## config.mk

```make
export PLATFORM = sky130hd
export DESIGN_NAME = serial_bypass_add_ctrl_flat
export DESIGN_NICKNAME = d
export VERILOG_FILES = /design/src/rtl/serial_bypass_add_ctrl_if.sv /design/src/rtl/serial_bypass_add_ctrl.sv /design/src/flat_wrapper.sv
export SDC_FILE = /design/constraint.sdc
export NUM_CORES = 1
export LEC_CHECK = 0
export ABC_AREA = 0
export CAP_MARGIN = 30
export CORE_UTILIZATION = 56
export CTS_BUF_LIST = sky130_fd_sc_hd__clkbuf_8
export CTS_CLUSTER_SIZE = 20
export DETAILED_ROUTE_END_ITERATION = 6
export PLACE_DENSITY_LB_ADDON = 0.25
export SLEW_MARGIN = 30
export SYNTH_ARGS = -nofsm -noshare
export SYNTH_HDL_FRONTEND = slang
export SYNTH_SLANG_ARGS = --single-unit
```

## constraint.sdc

```tcl
create_clock -name clk -period 3 [get_ports clk]
set_input_delay 0.45 -clock clk [delete_from_list [all_inputs] [get_ports clk]]
set_output_delay 0.45 -clock clk [all_outputs]
set_load 0.005 [all_outputs]
```

## src/rtl/serial_bypass_add_ctrl_if.sv

```systemverilog
// Operand/result bundle for the serial bypass adder.
// master drives start and the operands; slave is the adder.
interface serial_bypass_add_ctrl_if #(
  parameter int WIDTH = 16
);
  logic             start;
  logic [WIDTH-1:0] A;
  logic [WIDTH-1:0] B;
  logic             cin;
  logic             ready;
  logic             done;
  logic [WIDTH-1:0] S;
  logic             Cout;
  logic [7:0]       cycles;

  // Handshake: an addition is accepted on the rising edge where start=1 and ready=1.
  // A/B/cin are only sampled on that edge. done is a one-cycle pulse, and S/Cout/cycles
  // hold from that cycle until the next done.
  modport master (
    output start, A, B, cin,
    input  ready, done, S, Cout, cycles
  );

  modport slave (
    input  start, A, B, cin,
    output ready, done, S, Cout, cycles
  );
endinterface

```

## src/rtl/serial_bypass_add_ctrl.sv

```systemverilog
// Bit-serial adder with a single full adder, skipping whole BLK-bit blocks whose
// propagate bits are all set (their sum is ~carry and the carry passes through).
module serial_bypass_add_ctrl #(
  parameter int WIDTH = 16,
  parameter int BLK   = 4
) (
  input  logic                     clk,
  input  logic                     rst_n,
  serial_bypass_add_ctrl_if.slave  bus,
  output logic [1:0]               state
);
  localparam int IDX_W = $clog2(WIDTH + 1);
  localparam logic [IDX_W-1:0] BLK_I   = IDX_W'(BLK);
  localparam logic [IDX_W-1:0] WIDTH_I = IDX_W'(WIDTH);

  localparam logic [1:0] IDLE = 2'd0;
  localparam logic [1:0] RUN  = 2'd1;
  localparam logic [1:0] DONE = 2'd2;

  logic [WIDTH-1:0] a_sh, b_sh, sum;
  logic             carry;
  logic [IDX_W-1:0] idx;
  logic [7:0]       run_cnt;

  logic [WIDTH-1:0] a_nxt, b_nxt, sum_nxt;
  logic             carry_nxt;
  logic [IDX_W-1:0] idx_nxt;
  logic             bypass, fa_s, fa_c, last;

  assign bypass = ((idx % BLK_I) == '0) && (&(a_sh[BLK-1:0] ^ b_sh[BLK-1:0]));
  assign fa_s   = a_sh[0] ^ b_sh[0] ^ carry;
  assign fa_c   = (a_sh[0] & b_sh[0]) | (b_sh[0] & carry) | (carry & a_sh[0]);

  // Operands shift right and the sum fills from the MSB, so after WIDTH bits the
  // sum register is aligned without any indexed writes.
  always_comb begin
    a_nxt     = a_sh;
    b_nxt     = b_sh;
    sum_nxt   = sum;
    carry_nxt = carry;
    idx_nxt   = idx;
    if (bypass) begin
      a_nxt                  = a_sh >> BLK;
      b_nxt                  = b_sh >> BLK;
      sum_nxt                = sum >> BLK;
      sum_nxt[WIDTH-1 -: BLK] = {BLK{~carry}};
      idx_nxt                = idx + BLK_I;
    end else begin
      a_nxt          = a_sh >> 1;
      b_nxt          = b_sh >> 1;
      sum_nxt        = sum >> 1;
      sum_nxt[WIDTH-1] = fa_s;
      carry_nxt      = fa_c;
      idx_nxt        = idx + 1'b1;
    end
  end

  assign last = (idx_nxt == WIDTH_I);

  always_ff @(posedge clk or negedge rst_n) begin
    if (!rst_n) begin
      state      <= IDLE;
      a_sh       <= '0;
      b_sh       <= '0;
      sum        <= '0;
      carry      <= 1'b0;
      idx        <= '0;
      run_cnt    <= '0;
      bus.S      <= '0;
      bus.Cout   <= 1'b0;
      bus.cycles <= '0;
    end else begin
      case (state)
        IDLE: begin
          if (bus.start) begin
            a_sh    <= bus.A;
            b_sh    <= bus.B;
            carry   <= bus.cin;
            idx     <= '0;
            sum     <= '0;
            run_cnt <= '0;
            state   <= RUN;
          end
        end
        RUN: begin
          a_sh    <= a_nxt;
          b_sh    <= b_nxt;
          sum     <= sum_nxt;
          carry   <= carry_nxt;
          idx     <= idx_nxt;
          run_cnt <= run_cnt + 8'd1;
          // Results are loaded on entry to DONE so they are valid while done is high.
          if (last) begin
            bus.S      <= sum_nxt;
            bus.Cout   <= carry_nxt;
            bus.cycles <= run_cnt + 8'd1;
            state      <= DONE;
          end
        end
        DONE:    state <= IDLE;
        default: state <= IDLE;
      endcase
    end
  end

  assign bus.ready = (state == IDLE);
  assign bus.done  = (state == DONE);
endmodule

```

## src/flat_wrapper.sv

```systemverilog
// flat-port wrapper written by rule: the top's interface ports become plain ports
module serial_bypass_add_ctrl_flat 
#(
  parameter int WIDTH = 16,
  parameter int BLK   = 4
)
  (clk, rst_n, state, bus_start, bus_A, bus_B, bus_cin, bus_ready, bus_done, bus_S, bus_Cout, bus_cycles);
  serial_bypass_add_ctrl_if #(.WIDTH(WIDTH)) bus_i ();
  input  logic clk;
  input  logic rst_n;
  output logic [1:0] state;
  input wire logic [$bits(bus_i.start)-1:0] bus_start;
  input wire logic [$bits(bus_i.A)-1:0] bus_A;
  input wire logic [$bits(bus_i.B)-1:0] bus_B;
  input wire logic [$bits(bus_i.cin)-1:0] bus_cin;
  output wire logic [$bits(bus_i.ready)-1:0] bus_ready;
  output wire logic [$bits(bus_i.done)-1:0] bus_done;
  output wire logic [$bits(bus_i.S)-1:0] bus_S;
  output wire logic [$bits(bus_i.Cout)-1:0] bus_Cout;
  output wire logic [$bits(bus_i.cycles)-1:0] bus_cycles;
  assign bus_i.start = bus_start;
  assign bus_i.A = bus_A;
  assign bus_i.B = bus_B;
  assign bus_i.cin = bus_cin;
  assign bus_ready = bus_i.ready;
  assign bus_done = bus_i.done;
  assign bus_S = bus_i.S;
  assign bus_Cout = bus_i.Cout;
  assign bus_cycles = bus_i.cycles;
  serial_bypass_add_ctrl #(.WIDTH(WIDTH), .BLK(BLK)) u_core (.clk(clk), .rst_n(rst_n), .bus(bus_i), .state(state));
endmodule
```

==> run summary <==
LOGIC SYNTHESIS
----------------------------------------------------------------------------------------------------
Synthesized Nets ......................................................................          488
Count of flip-flops with a built-in enable after synthesis ............................            0
Most area-consuming cells after synthesis ............................................. sky130_fd_sc_hd__dfrtp_1 49%, sky130_fd_sc_hd__nand2_1 8.5%, sky130_fd_sc_hd__mux2_4 5.4%, sky130_fd_sc_hd__o22a_1 4.9%, sky130_fd_sc_hd__o22ai_1 3.7%
Most frequent cells after synthesis ................................................... 101 x sky130_fd_sc_hd__nand2_1, 88 x sky130_fd_sc_hd__dfrtp_1, 26 x sky130_fd_sc_hd__o22ai_1
Library cell with the largest summed area after synthesis ............................. sky130_fd_sc_hd__dfrtp_1
Sequential cell area fraction in the yosys report .....................................       0.4944
Number of different library cells in the post-synthesis netlist .......................           40
Share of async-settable or async-resettable flops after synthesis .....................        1.000
Instance count of the mapped netlist ..................................................          446
Netlist area before placement .........................................................   4454 sq um
Average cell area after synthesis .....................................................  9.987 sq um
Most repeated cell in the gate-level netlist after synthesis .......................... sky130_fd_sc_hd__nand2_1
Area share of the leading cell type in the synthesized netlist ........................       0.4944
Flip-flop cell with the highest count after synthesis ................................. sky130_fd_sc_hd__dfrtp_1
#FFs+latches synth ....................................................................           88
Yosys warning total ...................................................................            0

GRT
----------------------------------------------------------------------------------------------------
Wire length of the first global-routing pass ..........................................     17.18 mm
Initial antenna violation count .......................................................            0
Grt total ovfl ........................................................................            0
Pin count of the biggest net entering global routing ..................................           89
GRT Overall Usage .....................................................................       0.2591
Vias in the first global route ........................................................        3,641

SETUP PATH
----------------------------------------------------------------------------------------------------
Worst-path maximum fanout .............................................................           25
Arr. time, crit path ..................................................................      2.96 ns
Kind of cell adding the most delay to the critical path ............................... multiplexers
Cell depth of the worst flop-to-flop path .............................................            7
Buffers & Inverters on Critical Path ..................................................            1
Critical path capture point type ......................................................    flip-flop
Slowest cell on the critical path ..................................................... sky130_fd_sc_hd__o41ai_2
Most repeated library cell on the critical path ....................................... sky130_fd_sc_hd__mux2_2
Critical setup path kind ..............................................................      reg2reg
Depth of the critical timing path with buffers and inverters included .................            7
Crit-path max cell delay ..............................................................      0.45 ns
Worst Path Required ...................................................................      3.24 ns
Type of origin of the critical path ...................................................    flip-flop
Critical path, cell by cell ........................................................... ha_1 > nand2_1 > o41ai_2 > mux2_2 > nor4_4 > buf_12 > mux2_2

CLOCK NETWORK
----------------------------------------------------------------------------------------------------
Clock buffers created by TritonCTS ....................................................            9
Count of cells resized by post-cts repair .............................................            0
Clock-pin slew reported for the worst setup and hold paths after clock tree synthesis .      0.09 ns
Max Root-Sink Buffers .................................................................            2
Num Clock Sinks .......................................................................           88
CTS Hold Buffers Added ................................................................            0
Clock latency on the worst-skew pair ..................................................      0.35 ns
Number of levels in the clock H-tree ..................................................            3
TritonCTS clock tree ..................................................................         done
Clock tree root driver cell ........................................................... sky130_fd_sc_hd__clkbuf_8
Post-CTS setup buffers ................................................................            0

FINAL LAYOUT
----------------------------------------------------------------------------------------------------
Ratio of cells with drive above 1 in the final layout .................................       0.1144
Non-filler cells in the finished layout ...............................................          609
Nets ..................................................................................          544
Diodes inserted .......................................................................            0
Synthesis-to-layout area growth .......................................................       21.66%

STA
----------------------------------------------------------------------------------------------------
Final number of max-transition violations .............................................            0
Min Clock Period, post-route ..........................................................     2.717 ns
Setup violators final .................................................................            0
Unrepaired setup endpoints after global routing .......................................           no
Aggregate negative setup slack ........................................................         0 ns
Final critical-path share of the clock period .........................................       0.9055
Final Hold Violating Endpoints ........................................................            0
Max Clock Skew ........................................................................  0.007327 ns
Top achievable clock speed ............................................................   0.3681 GHz
Slew of the pin with the lowest slew margin ...........................................    0.8857 ns
Headroom to the max-slew limit ........................................................       0.4081

ROUTING
----------------------------------------------------------------------------------------------------
Post-detailed-route count of antenna-violating nets ...................................            0
Post-route DRC violation count ........................................................            0
Number of optimization iterations in the first detailed-route pass ....................            4
1st-iter DRT viols ....................................................................          275
Avg Vias per Cell .....................................................................        6.008
Routed wirelength normalized by instance count ........................................     16.48 um
Total number of vias ..................................................................        3,659
Total wirelength of the detailed-routed design ........................................     10.04 mm

DIE
----------------------------------------------------------------------------------------------------
Vertical die dimension ................................................................     91.19 um
Io pins ...............................................................................           65
Number of standard-cell rows in the floorplan .........................................           32
DIE AREA ..............................................................................   8315 sq um
Width of the die ......................................................................     91.19 um
Core Footprint ........................................................................   7727 sq um
Starting density of the core ..........................................................       0.5764

RUN STATUS
----------------------------------------------------------------------------------------------------
Result of the run ..................................................................... finished, final reports clean

POWER
----------------------------------------------------------------------------------------------------
Peak VDD IR ...........................................................................    0.4708 mV
Total leakage power ...................................................................     2.381 nW
Power density of the placed cells ..................................................... 920.1 nW/um^2

RUN
----------------------------------------------------------------------------------------------------
Total of max-cap violations ...........................................................            0

PLACEMENT
----------------------------------------------------------------------------------------------------
Post-DP HPWL ..........................................................................     6.561 mm
Number of placed instances with taps included .........................................          593
Weighted congestion reported at the end of routability-driven placement ...............       0.8023
Port Buffers ..........................................................................           64

HOLD PATH
----------------------------------------------------------------------------------------------------
Classification of the worst-slack hold path ...........................................     in2async

==> path summary, 6_finish.rpt <==
check / start / to / slack [ns]
max reg2reg: u_core.a_sh[0] / u_core.bus.Cout / 0.28
max: u_core.a_sh[0] / u_core.bus.Cout / 0.28
min in group clk: u_core.sum[2] / u_core.sum[2] / 0.51
max in group asynchronous: rst_n / u_core.sum[6] / 2.34
min: rst_n / u_core.a_sh[6] / 0.14
min reg2reg: u_core.sum[2] / u_core.sum[2] / 0.51
==> kinds of logic after synthesis <==
group,synth area share
simple gates,0.1315
xor+xnor,0.01966
mux,0.08539
buf+inv,0.03989
fa+ha+maj,0.01854
compound gates,0.2107
flops,0.4944
==> worst reg2reg max path: stages (launching register included) <==
cell	delay, ns
sky130_fd_sc_hd__dfrtp_1	0.43
sky130_fd_sc_hd__ha_1	0.29
sky130_fd_sc_hd__nand2_1	0.10
sky130_fd_sc_hd__o41ai_2	0.45
sky130_fd_sc_hd__mux2_2	0.43
sky130_fd_sc_hd__nor4_4	0.28
sky130_fd_sc_hd__buf_12	0.25
sky130_fd_sc_hd__mux2_2	0.37
==> sequential cells by signal (all words and copies together) (netlist names) <==
register and flops:
u_core.a_sh 16, u_core.b_sh 16, u_core.bus.Cout 1, u_core.bus.S 16
u_core.bus.cycles 8, u_core.carry 1, u_core.idx 5, u_core.run_cnt 8
u_core.state 2, u_core.sum 15
==> per-layer routing <==
metal / vias to the layer above / routed length (um) / GRT usage
li1: 1712 / - / -
met1: 1811 / 4462 / 0.3626
met2: 118 / 4844 / 0.4192
met3: 18 / 575 / 0.03601
met4: 0 / 157 / 0.08466
met5: - / 0 / 0
==> power by group <==
part           leakage [nW]  switching [mW]  internal [mW]
Clock                0.0893           0.430          0.385
Combinational          1.17           0.957           1.09
Sequential             1.12           0.461           1.67
Total                  2.38            1.85           3.14
==> cell type report <==
type / instances / area (sq um)
Clock buffer: 9 / 123.9
Timing Repair Buffer: 78 / 772.0
Tap cell: 102 / 127.6
Inverter: 9 / 33.78
Clock inverter: 7 / 72.57
Fill cell: 588 / 2308
Multi-Input combinational cell: 316 / 2087
Sequential cell: 88 / 2202
==> layout by cell type (no fill, tap or decap), types with 3 or more instances in the layout <==
master                            synthesis  final
sky130_fd_sc_hd__nor2_1                   9      9
sky130_fd_sc_hd__mux2_2                   6      6
sky130_fd_sc_hd__inv_1                    9     10
sky130_fd_sc_hd__nand3_1                  4      4
sky130_fd_sc_hd__mux2_4                  16     16
sky130_fd_sc_hd__clkdlybuf4s50_1          0     63
sky130_fd_sc_hd__o22a_1                  25     25
sky130_fd_sc_hd__xor2_1                   4      4
sky130_fd_sc_hd__clkinvlp_4               0      4
sky130_fd_sc_hd__o22ai_1                 26     26
sky130_fd_sc_hd__a21oi_1                 14     14
sky130_fd_sc_hd__nor2b_1                 10      9
sky130_fd_sc_hd__a22o_1                  18     18
sky130_fd_sc_hd__a31oi_1                 25     25
sky130_fd_sc_hd__mux2i_1                  5      5
sky130_fd_sc_hd__buf_4                    0     12
sky130_fd_sc_hd__ha_1                     5      5
sky130_fd_sc_hd__clkbuf_8                 0      9
sky130_fd_sc_hd__nor3_1                   3      3
sky130_fd_sc_hd__nand2_1                101    101
sky130_fd_sc_hd__xnor2_1                  6      6
sky130_fd_sc_hd__o21ai_0                 19     19
sky130_fd_sc_hd__dfrtp_1                 88     88
==> per-stage QoR <==
step / total power [mW] / hold WS (ns) / area [sq um] / util / worst slack, ns
2_1_floorplan: 3.417 / 0.1544 / 4454 / - / 0.3715
3_5_place_dp: 4.176 / 0.4909 / 5223 / 0.6758 / 0.2896
6_report: 4.986 / 0.1371 / 5419 / 0.7013 / 0.2834
5_1_grt: 5.333 / 0.2015 / 5419 / 0.7013 / 0.1775
4_1_cts: 4.998 / 0.1811 / 5419 / 0.7013 / 0.2946
3_3_place_gp: 4.081 / 0.4613 / 5219 / 0.6754 / 0.3719
Power figures use the tool's default switching activity.
